[config.mk]
export PLATFORM = sky130hd
export DESIGN_NAME = mem_access
export DESIGN_NICKNAME = d
export VERILOG_FILES = /design/src/rtl/mem_access.sv
export SDC_FILE = /design/constraint.sdc
export NUM_CORES = 1
export LEC_CHECK = 0
export BUFFER_PORTS_ARGS = -buffer_cell sky130_fd_sc_hd__buf_2
export CORE_UTILIZATION = 35
export DETAILED_ROUTE_END_ITERATION = 10
export GPL_ROUTABILITY_DRIVEN = 1
export PLACE_DENSITY_LB_ADDON = 0.1
export SLEW_MARGIN = 0
export SYNTH_ARGS = -nofsm -noshare
export SYNTH_HDL_FRONTEND = slang
export SYNTH_SLANG_ARGS = --single-unit
[constraint.sdc]
create_clock -name clk -period 3.1 [get_ports clk]
set_input_delay 0.62 -clock clk [delete_from_list [all_inputs] [get_ports clk]]
set_output_delay 0.62 -clock clk [all_outputs]
set_load 0.005 [all_outputs]
[src/rtl/mem_access.sv]
// mem_access: memory-access pipeline stage with request/ack data port, timeout and registered write-back record
`ifndef TRAP_STALL
`define TRAP_STALL 8'h01
`endif
`ifndef TRAP_ADDR_ERR
`define TRAP_ADDR_ERR 8'h02
`endif
`ifndef TRAP_BUS_ERR
`define TRAP_BUS_ERR 8'h03
`endif
module mem_access #(
  parameter int TIMEOUT_CYCLES = 255
) (
  input  logic        clk,
  input  logic        rst,
  input  logic [2:0]  mem_op,
  input  logic [31:0] alu_val,
  input  logic [31:0] store_val,
  input  logic [4:0]  dest_reg,
  input  logic [7:0]  exception_in,
  input  logic [31:0] dmem_rdata,
  input  logic        dmem_ack,
  output logic        dmem_req,
  output logic        dmem_we,
  output logic [31:0] dmem_addr,
  output logic [31:0] dmem_wdata,
  output logic [3:0]  dmem_be,
  output logic [31:0] wb_val,
  output logic [4:0]  wb_reg,
  output logic        wb_enable,
  output logic [7:0]  exception,
  output logic        stall_req
);
  typedef enum logic {IDLE, WAIT} state_t;
  state_t state, state_n;
  logic [2:0] op_q, op_n;
  logic [4:0] dest_q, dest_n;
  logic [1:0] off_q, off_n;
  logic [7:0] cnt_q, cnt_n;
  logic req_n, we_n, wb_en_n;
  logic [3:0] be_n;
  logic [31:0] addr_n, wdata_n, wb_val_n;
  logic [4:0] wb_reg_n;
  logic [7:0] exc_n;
  logic is_lw, is_sw, is_sb, is_mem;
  logic [7:0] rbyte;
  assign is_lw = mem_op == 3'd1;
  assign is_sw = mem_op == 3'd4;
  assign is_sb = mem_op == 3'd5;
  assign is_mem = mem_op inside {3'd1, 3'd2, 3'd3, 3'd4, 3'd5};
  assign rbyte = dmem_rdata[{off_q, 3'b000} +: 8];
  assign stall_req = state == WAIT;
  always_ff @(posedge clk) begin
    if (rst) begin
      state      <= IDLE;
      dmem_req   <= 1'b0;
      dmem_we    <= 1'b0;
      dmem_be    <= 4'b0;
      dmem_addr  <= 32'b0;
      dmem_wdata <= 32'b0;
      wb_val     <= 32'b0;
      wb_reg     <= 5'b0;
      wb_enable  <= 1'b0;
      exception  <= `TRAP_STALL;
      cnt_q      <= 8'b0;
      op_q       <= 3'b0;
      dest_q     <= 5'b0;
      off_q      <= 2'b0;
    end else begin
      state      <= state_n;
      dmem_req   <= req_n;
      dmem_we    <= we_n;
      dmem_be    <= be_n;
      dmem_addr  <= addr_n;
      dmem_wdata <= wdata_n;
      wb_val     <= wb_val_n;
      wb_reg     <= wb_reg_n;
      wb_enable  <= wb_en_n;
      exception  <= exc_n;
      cnt_q      <= cnt_n;
      op_q       <= op_n;
      dest_q     <= dest_n;
      off_q      <= off_n;
    end
  end
  always_comb begin
    state_n  = state;
    req_n    = dmem_req;
    we_n     = dmem_we;
    be_n     = dmem_be;
    addr_n   = dmem_addr;
    wdata_n  = dmem_wdata;
    wb_val_n = 32'b0;
    wb_reg_n = 5'b0;
    wb_en_n  = 1'b0;
    exc_n    = 8'b0;
    cnt_n    = cnt_q;
    op_n     = op_q;
    dest_n   = dest_q;
    off_n    = off_q;
    if (state == IDLE) begin
      if (exception_in != 8'b0) begin
        exc_n = exception_in;
      end else if (!is_mem) begin
        wb_val_n = alu_val;
        wb_reg_n = dest_reg;
        wb_en_n  = dest_reg != 5'b0;
      end else if ((is_lw || is_sw) && alu_val[1:0] != 2'b0) begin
        exc_n = `TRAP_ADDR_ERR;
      end else begin
        op_n    = mem_op;
        dest_n  = dest_reg;
        off_n   = alu_val[1:0];
        req_n   = 1'b1;
        addr_n  = {alu_val[31:2], 2'b00};
        we_n    = is_sw || is_sb;
        be_n    = is_sb ? 4'b0001 << alu_val[1:0] : 4'b1111;
        wdata_n = is_sb ? {4{store_val[7:0]}} : store_val;
        cnt_n   = 8'b0;
        state_n = WAIT;
      end
    end else if (dmem_ack) begin
      req_n   = 1'b0;
      we_n    = 1'b0;
      be_n    = 4'b0;
      state_n = IDLE;
      if (op_q inside {3'd1, 3'd2, 3'd3}) begin
        wb_val_n = op_q == 3'd1 ? dmem_rdata :
                   op_q == 3'd2 ? {{24{rbyte[7]}}, rbyte} : {24'b0, rbyte};
        wb_reg_n = dest_q;
        wb_en_n  = dest_q != 5'b0;
      end
    end else if (cnt_q == 8'(TIMEOUT_CYCLES - 1)) begin
      req_n   = 1'b0;
      we_n    = 1'b0;
      be_n    = 4'b0;
      exc_n   = `TRAP_BUS_ERR;
      state_n = IDLE;
    end else begin
      exc_n = `TRAP_STALL;
      cnt_n = cnt_q + 8'd1;
    end
  end
endmodule

# Word level (Yosys, flattened, before mapping)
# Cells that the tools add are included.
# word_totals
out_inout_bits	117
reg_bits	133
in_bits	115
wordCells	100
# classes
n_eq_ne	14
addsub	1
muxes	53
n_shift	2
n_bitwise	3
reduce_logical	13
# op_table
op	count
$mux 32	8
$mux 8	8
$shiftx 32x6->8	1
$mux 4	7
$mux 5	5
$mux 1	21
$reduce_bool 5->1	3
$eq 3x2->1 const B	4
$add 8x1->8 const B	1
$eq 8x8->1 const B	1
$mux 2	4
$ne 2x2->1 const B	4
$reduce_and 4->1	2
$reduce_bool 8->1	1
$eq 3x1->1 const B	2
$eq 3x3->1 const B	2
$reduce_and 5->1	1
$reduce_bool 2->1	2
$shl 1x2->4 const A	1
$ne 3x2->1 const B	1
$not 1->1	3
$reduce_bool 3->1	1
$logic_or 1x1->1	2
$logic_and 1x1->1	1

# Logic depth before layout (Yosys ltp)
# Gate-level depths: netlist (run 1).
# depth
word_depth	7
mapped_depth	6
ltp_nobuf	6

# Least setup slack after synthesis (run 1)
# No wires, ideal clock.
# synth_timing
path_type	input -> register
start	input exception_in[0]
end	register dmem_addr[10]
setup_time_ns	0.117
n_path_buf	2
setup_slack_ns	0.819
stages	6
t_arrival_ns	2.164
required_time_ns	2.983
path_cell_list	or4_1 > nor3_2 > a31oi_1 > buf_2 > buf_4 > a22o_1
# synth_via
elab_chain_len	3
# synth_rtl
element	line	source
from (decl)	20	input logic [7:0] exception_in,
$reduce_bool 8->1	102	if (exception_in != 8'b0) begin
$not 1->1 (no source line)	n/a	
$reduce_and 4->1 (no source line)	n/a	
to (signal assigned)	74	dmem_addr <= addr_n;
to (decl)	25	output logic [31:0] dmem_addr,
# Every way passes these cells.
# A chain may end at the register's enable or synchronous reset.

# Worst setup path in the final report (run 1)
# layout_timing
start	input exception_in[0]
end	register dmem_be[1]
# layout_via
elab_chain_len	3
# layout_rtl
element	line	source
$reduce_bool 8->1	102	
$ne 2x2->1 (no source line)	n/a	
$reduce_and 4->1 (no source line)	n/a	
to (signal assigned)	73	dmem_be <= be_n;
to (decl)	27	output logic [3:0] dmem_be,
# Every way passes these cells.

==> metrics.txt, run 1 <==
GRT overflow=0; first-pass GRT wire length=26700 um; detailed-route via count=5163; Initial Utilization=36.5%; Syn Area/Cell=9.85 um2; CP bufs+invs=2; CP arrival=2.66 ns; top-count cell post-synth=dfxtp_1; max incr delay on CP=0.63 ns; initial antenna violation count=1; Synth Flop Type=dfxtp_1; clock sinks=133; WL final=17300 um; crit path time final=2.33 ns; Core ar.=14800 um2; critical path's top delay family=simple AND/OR/NAND/NOR gates; maximum vdd drop=0.406 mV; wire length per cell=18.2 um; Hold Path Class=input pin to register; Post-synth EDFFs=0; Cell Area, Placed=6700 um2; leading area contributor after synthesis=dfxtp_1; vias per cell=5.42; share of post-route cells with drive strength above 1=37.5%; Area growth, synth to finish=35.4%; final worst setup slack=0.771 ns; hold buffers post-CTS=0; Worst setup SP type=input pin; number of different library cells in the post-synthesis netlist=52; IO buf count=229; Fin. Hold Viols=0; Die X=126 um; Pleak=3.26 nW; slowest CP cell=or4_1; gp weighted congestion=0.823; Synth top area share=49.4%; Ant. Diodes=0; Synth Warn #=0; total track usage=21.6%; Worst Max-Slew Pin Slew=0.916 ns; design area=7290 um2; TNS Setup=0 ns; most frequent cells after synthesis=133 x dfxtp_1, 48 x a22o_1, 41 x a21oi_1; PwrDens=545 nW/um2; Reg clk slew, reported paths=0.06 ns; FP Rows=44; max cap viols=0; io pins=232; Area contributors post-synth=dfxtp_1 49%, a22o_1 7.8%, nor3b_1 4.5%; Post-CTS Setup Bufs=0; largest net degree at the start of global routing=51; post_cts resized=0; Final Max Slew Viols=0; worst skew pair latency=0.41 ns; CTS H-tree depth=4; cells along the critical path=buf_2 > or4_1 > nor3_4 > buf_4 > nand3_1 > mux2i_1; Seq/Total Area, Yosys=49.4%; die area=15900 um2; clk root buf=clkbuf_16; Post-Synthesis Cells=547; Post-DRT Antenna Nets=0; Final Skew=0.00762 ns; Detailed Route Iter0 Violations=282; Nets=873; largest registers=dmem_wdata: 32 flops, wb_val: 32 flops, dmem_addr: 30 flops; Final Cycle Share=75.1%; Residual DRC=0; Synth async-reset ratio=0%; vias in the first global route=4918; RSZ-0062 raised after global routing=false; CTS buffer count=17; Cell Area, Synth=5390 um2; Place WS=0.373 ns; Placed Cells=921; crit-path max FO=49; Final Setup Violations=0; slew margin rel.=38.9%; die height=126 um; detailed placer's ending HPWL=12400 um; Critical Path RT=3.43 ns; Max Freq=429 MHz; Synth Register Bits=133; element type at the critical path end=register; final cell count without fillers=952; kind of critical path=input pin to register; CTS tree=built; Bufs on Longest Clock Path=2; TritonRoute pass-1 iters=4; outcome=complete, no violations
[power by group]
group | switching, W | internal [W] | leakage (nW)
sequential | 0.00000259 | 0.00172 | 1.07
combinational | 0.000140 | 0.0000900 | 1.90
clock | 0.000748 | 0.00128 | 0.288
total | 0.000891 | 0.00308 | 3.26
[logic make-up after synthesis]
family	share of synthesized area (%)
AO/OA/AOI/OAI	24.0
AND/OR/NAND/NOR	18.0
flip-flops	49.4
buffers and inverters	4.53
multiplexers	2.67
XOR/XNOR	0.813
adder cells (fa/ha/maj)	0.465
other	0.0696
[metrics by stage]
step                power, W  hold slack (ns)  util, %
finish               0.00398            0.422     49.4
floorplan            0.00185            0.455        -
CTS                  0.00402            0.407     49.4
detailed placement   0.00199            0.458     45.4
global route         0.00411            0.409     49.4
global placement     0.00198            0.455     45.4
[cell usage in the layout, fill, tap and decap left out, drive strengths merged, types with 8 or more instances in the layout]
cell type and instances:
nand4 25, nor2 36, nand2 15, dfxtp 133
buf 242, a21oi 41, and2 12, a31oi 25
mux2i 11, a22o 48, o21ai 9, clkbuf 18
o2bb2ai 24, nor3b 32, and4b 8
[metal layers]
metal / part of all wire [%] / GRT usage [%] / wire, um
met2: 46 / 34.7 / 8050
met4: 2.1 / 8.86 / 358
met1: 45 / 27.8 / 7790
met5: 0.075 / 0 / 13
met3: 6.4 / 5.10 / 1110
[path summary, 6_finish.rpt]
check,start,endpoint,slack (ns),depth (start not counted)
setup / recovery,exception_in[0],dmem_be[1],0.77,6
hold / removal,exception_in[6],exception[6],0.42,2
setup reg to reg,off_q[0],wb_val[19],1.14,5
hold reg to reg,dmem_addr[12],dmem_addr[12],0.47,1
[final cells by class]
class                   instances  area, um2
repair buffers                242       1270
flip-flops and latches        133       2660
clock buffers                  18        439
clock inverters                13        159
well taps                     184        230
inverters                       2       7.51
fillers                      1439       7460
multi-input cells             360       2530
[worst register-to-register path: stages (launching register included)]
cell	delay (ns)
dfxtp_1	0.66
mux4_2	0.42
and3b_1	0.21
o211ai_2	0.13
buf_4	0.30
o2bb2ai_1	0.13
Power figures use the tool's default switching activity.
==> run 2: changes to the inputs <==
Clock period 3.1 ns to 2.15 ns, I/O delays scaled along.
==> run 2 against run 1 <==
Against the previous run:
- sequential cell count is the same
- register-to-register slack lost 0.76 ns
- non-clock buffer count grew 17
- total power grew 45%
- routed wire length grew 1.5%
- core utilization grew 1.2 points
- hold slack lost 0.19 ns
- sequential share of layout area shrank 0.90 points
- cell area grew 2.5%
- critical path type unchanged
==> metrics.txt, run 2 (same netlist as run 1, synthesis figures left out) <==
gp weighted congestion=0.804; CTS H-tree depth=4; CTS buffer count=17; WL final=17600 um; CTS tree=built; cells along the critical path=buf_2 > or4_4 > buf_4 > a2111oi_2 > buf_4 > nand2_1 > a21oi_1; TNS Setup=0 ns; largest registers=dmem_wdata: 32 flops, wb_val: 32 flops, dmem_addr: 30 flops; RSZ-0062 raised after global routing=false; Worst path depth=7; maximum vdd drop=0.481 mV; Initial Utilization=36.5%; Die X=126 um; Post-DRT Antenna Nets=0; Detailed Route Iter0 Violations=270; most frequent cells in the layout=229 x buf_2, 133 x dfxtp_1, 48 x a22o_1; total track usage=22.0%; design area=7480 um2; wire length per cell=18.1 um; die height=126 um; largest net degree at the start of global routing=49; FP Rows=44; clk root buf=clkbuf_16; Residual DRC=0; Final Setup Violations=0; most common cell after layout, fill and taps aside=buf_2; vias in the first global route=4973; hold path cells=2; CP arrival=2.19 ns; Final Skew=0.00850 ns; outcome=complete, no violations; Final Cycle Share=85.9%; IO buf count=229; Final Max Slew Viols=0; Fin. Hold Viols=0; crit-path max FO=13; Ant. Diodes=0; Pleak=3.36 nW; Place WS=-0.120 ns; critical path's top delay family=simple AND/OR/NAND/NOR gates; Hold Slack=0.232 ns; TritonRoute pass-1 iters=5; crit path time final=1.85 ns; slew margin rel.=38.6%; Hold Path Class=input pin to register; number of cells on the worst reg-to-reg path=6; CP bufs+invs=3; Reg clk slew, reported paths=0.06 ns; worst skew pair latency=0.42 ns; Core ar.=14800 um2; Nets=890; vias per cell=5.39; PwrDens=771 nW/um2; Post-CTS Setup Bufs=0; final worst setup slack=0.303 ns; Area growth, synth to finish=38.8%; Worst Max-Slew Pin Slew=0.921 ns; initial antenna violation count=0; total power=0.00577 W; first-pass GRT wire length=27200 um; element type at the critical path end=register; slowest CP cell=or4_4; detailed placer's ending HPWL=12800 um; die area=15900 um2; detailed-route via count=5229; max incr delay on CP=0.57 ns; post_cts resized=0; Cell Area, Placed=6870 um2; Worst setup SP type=input pin; clock sinks=133; share of post-route cells with drive strength above 1=38.9%; hold buffers post-CTS=0; GRT overflow=0; critical path's most frequent cell=buf_4; Max Freq=541 MHz; Critical Path RT=2.49 ns; max cap viols=0; Bufs on Longest Clock Path=2; kind of critical path=input pin to register; io pins=232
## run 2: cell types whose count changed in the layout (fill, tap and decap cells not counted), sizes merged
cell    previous run  this run
inv                2         3
clkinv             7         5
bufinv             3         2
buf              242       259
clkbuf            18        21
## run 2: worst paths after layout
kind	to	startpoint	slack (ns)
worst max register to register	dmem_be[1]	cnt_q[0]	0.38
worst min register to register	dmem_addr[10]	dmem_addr[10]	0.47
worst min-delay path	wb_val[29]	alu_val[29]	0.23
worst max-delay path	wb_val[1]	exception_in[5]	0.30
## run 2: power breakdown
part | internal (W) | switching [W]
clock | 0.00183 | 0.00111
sequential | 0.00248 | 0.00000360
combinational | 0.000145 | 0.000206
## run 2: cell type report
| class | count | area, um2 |
|---|---|---|
| clock inverter | 11 | 124 |
| multi-input combinational | 360 | 2530 |
| inverter | 2 | 7.51 |
| fill | 1413 | 7280 |
| sequential | 133 | 2660 |
| timing repair buffer | 259 | 1450 |
| clock buffer | 21 | 480 |
| tap | 184 | 230 |
## run 2: stage by stage
| step | cells | utilization (%) |
|---|---|---|
| after global routing | 970 | 50.7 |
| after floorplan | 548 | - |
| final | 970 | 50.7 |
| after detailed placement | 938 | 46.6 |
| after CTS | 970 | 50.7 |
| after global placement | 938 | 46.6 |
## run 2: routing by layer
layer,wire length [um],vias up,GRT usage (%)
li1,-,2540,-
met1,8000,2496,28.2
met2,8310,177,35.4
met3,1040,16,6.20
met4,233,0,7.65
met5,0,-,0
==> run 3: changes to the inputs <==
--- a/constraint.sdc
+++ b/constraint.sdc
@@ -3,2 +3,2 @@
 set_output_delay 0.43 -clock clk [all_outputs]
-set_load 0.005 [all_outputs]
+set_load 0.1 [all_outputs]
==> run 3 against run 2 <==
Against the previous run:
- global-route usage shrank 0.082 points
- routed wire length decreased by 0.89%
- first-iteration DRC count shrank 7.0%
- sequential share of layout area is 0.44 points higher
- clock skew about the same
- critical path depth shrank 6
- critical path type is now register to output pin
- critical endpoint is now stall_req
- largest power group unchanged
==> metrics.txt, run 3 (same netlist as run 1, synthesis figures left out) <==
WL final=17400 um; slowest CP cell=dfxtp_2; clock sinks=133; Reg-to-Reg End=dmem_be[1]; CTS tree=built; most frequent cells in the layout=229 x buf_2, 132 x dfxtp_1, 48 x a22o_1; Area growth, synth to finish=37.2%; RR Startpoint=cnt_q[0]; maximum vdd drop=0.544 mV; detailed-route via count=5221; Ant. Diodes=0; Hold Path Class=input pin to register; io pins=232; TritonRoute pass-1 iters=4; CP arrival=1.40 ns; element type at the critical path end=output pin; total track usage=21.9%; max incr delay on CP=0.50 ns; Final Max Slew Viols=0; post_cts resized=0; Worst Max-Slew Pin Slew=0.902 ns; clk root buf=clkbuf_16; Residual DRC=0; Detailed Route Iter0 Violations=251; CTS buffer count=17; wire length per cell=18.1 um; Nets=888; initial antenna violation count=0; Initial Utilization=36.5%; Hold Path End=wb_val[24]; max cap viols=0; die area=15900 um2; largest registers=dmem_wdata: 32 flops, wb_val: 32 flops, dmem_addr: 30 flops; total power=0.00556 W; Filler cells=1394; vias in the first global route=5005; R2R setup slack=0.40 ns; Final Cycle Share=85.0%; Fin. Hold Viols=0; slew margin rel.=39.9%; hold buffers post-CTS=0; PwrDens=752 nW/um2; most common cell after layout, fill and taps aside=buf_2; die height=126 um; Cell Area, Placed=6860 um2; first-pass GRT wire length=27200 um; GRT overflow=0; Bufs on Longest Clock Path=2; share of post-route cells with drive strength above 1=38.2%; gp weighted congestion=0.787; vias per cell=5.42; outcome=complete, no violations; design area=7390 um2; IO buf count=229; Worst setup SP type=register; Final Setup Violations=0; Reg clk slew, reported paths=0.05 ns; Final Skew=0.00868 ns; worst skew pair latency=0.41 ns; largest net degree at the start of global routing=49; HP Start=alu_val[24]; Post-DRT Antenna Nets=0; Pleak=3.32 nW; number of cells on the worst reg-to-reg path=6; Critical Path RT=1.72 ns; Post-CTS Setup Bufs=0; CP Launch Point=stall_req; RSZ-0062 raised after global routing=false; Die X=126 um; hold path cells=2; critical path's top delay family=flip-flops; Core ar.=14800 um2; crit path time final=1.83 ns; crit-path max FO=14; FP Rows=44; detailed placer's ending HPWL=12700 um; CTS H-tree depth=4; cells along the critical path=buf_2; Max Freq=547 MHz; kind of critical path=register to output pin; Hold Slack=0.237 ns; CP bufs+invs=1
run 3: cell types whose count changed in the layout (fill, tap and decap cells not counted), moves of 2 or more:
cell,delta
buf_4,-2
clkbuf_1,+3
clkinv_4,-2
clkinvlp_4,-2
run 3: how the worst max path moves through the flow:
stage                     to  depth (start not counted)
6_report           stall_req                          1
5_1_grt           dmem_be[3]                          6
4_1_cts            stall_req                          1
3_5_place_dp       wb_enable                          7
3_3_place_gp       wb_enable                          7
2_1_floorplan  dmem_addr[10]                          6
run 3: routing by layer:
layer | share of wire (%) | GRT usage [%] | vias up
met5 | 0 | 0 | -
li1 | - | - | 2528
met1 | 44 | 27.8 | 2478
met4 | 1.2 | 7.23 | 0
met3 | 7.0 | 5.69 | 17
met2 | 48 | 36.2 | 198
run 3: power by group:
| group | leakage, nW | switching (W) | internal [W] |
|---|---|---|---|
| clock | 0.261 | 0.000989 | 0.00165 |
| combinational | 1.98 | 0.000296 | 0.000142 |
| sequential | 1.07 | 0.00000344 | 0.00248 |
run 3: through the flow:
stage / setup slack, ns / utilization (%) / instances / setup TNS [ns]
3_3_place_gp: -0.0821 / 46.5 / 936 / -0.761
4_1_cts: 0.304 / 50.1 / 964 / 0
5_1_grt: 0.190 / 50.1 / 964 / 0
6_report: 0.323 / 50.1 / 964 / 0
2_1_floorplan: 0.0578 / - / 548 / 0
3_5_place_dp: -0.0808 / 46.5 / 936 / -0.830
run 3: layout make-up:
type	instances	area, um2	share of cell area [%]
clock buffers	23	478	6.47
clock inverters	5	52.6	0.711
inverters	2	7.51	0.102
multi-input cells	360	2530	34.2
flip-flops and latches	133	2660	36.0
well taps	184	230	3.11
repair buffers	257	1430	19.4
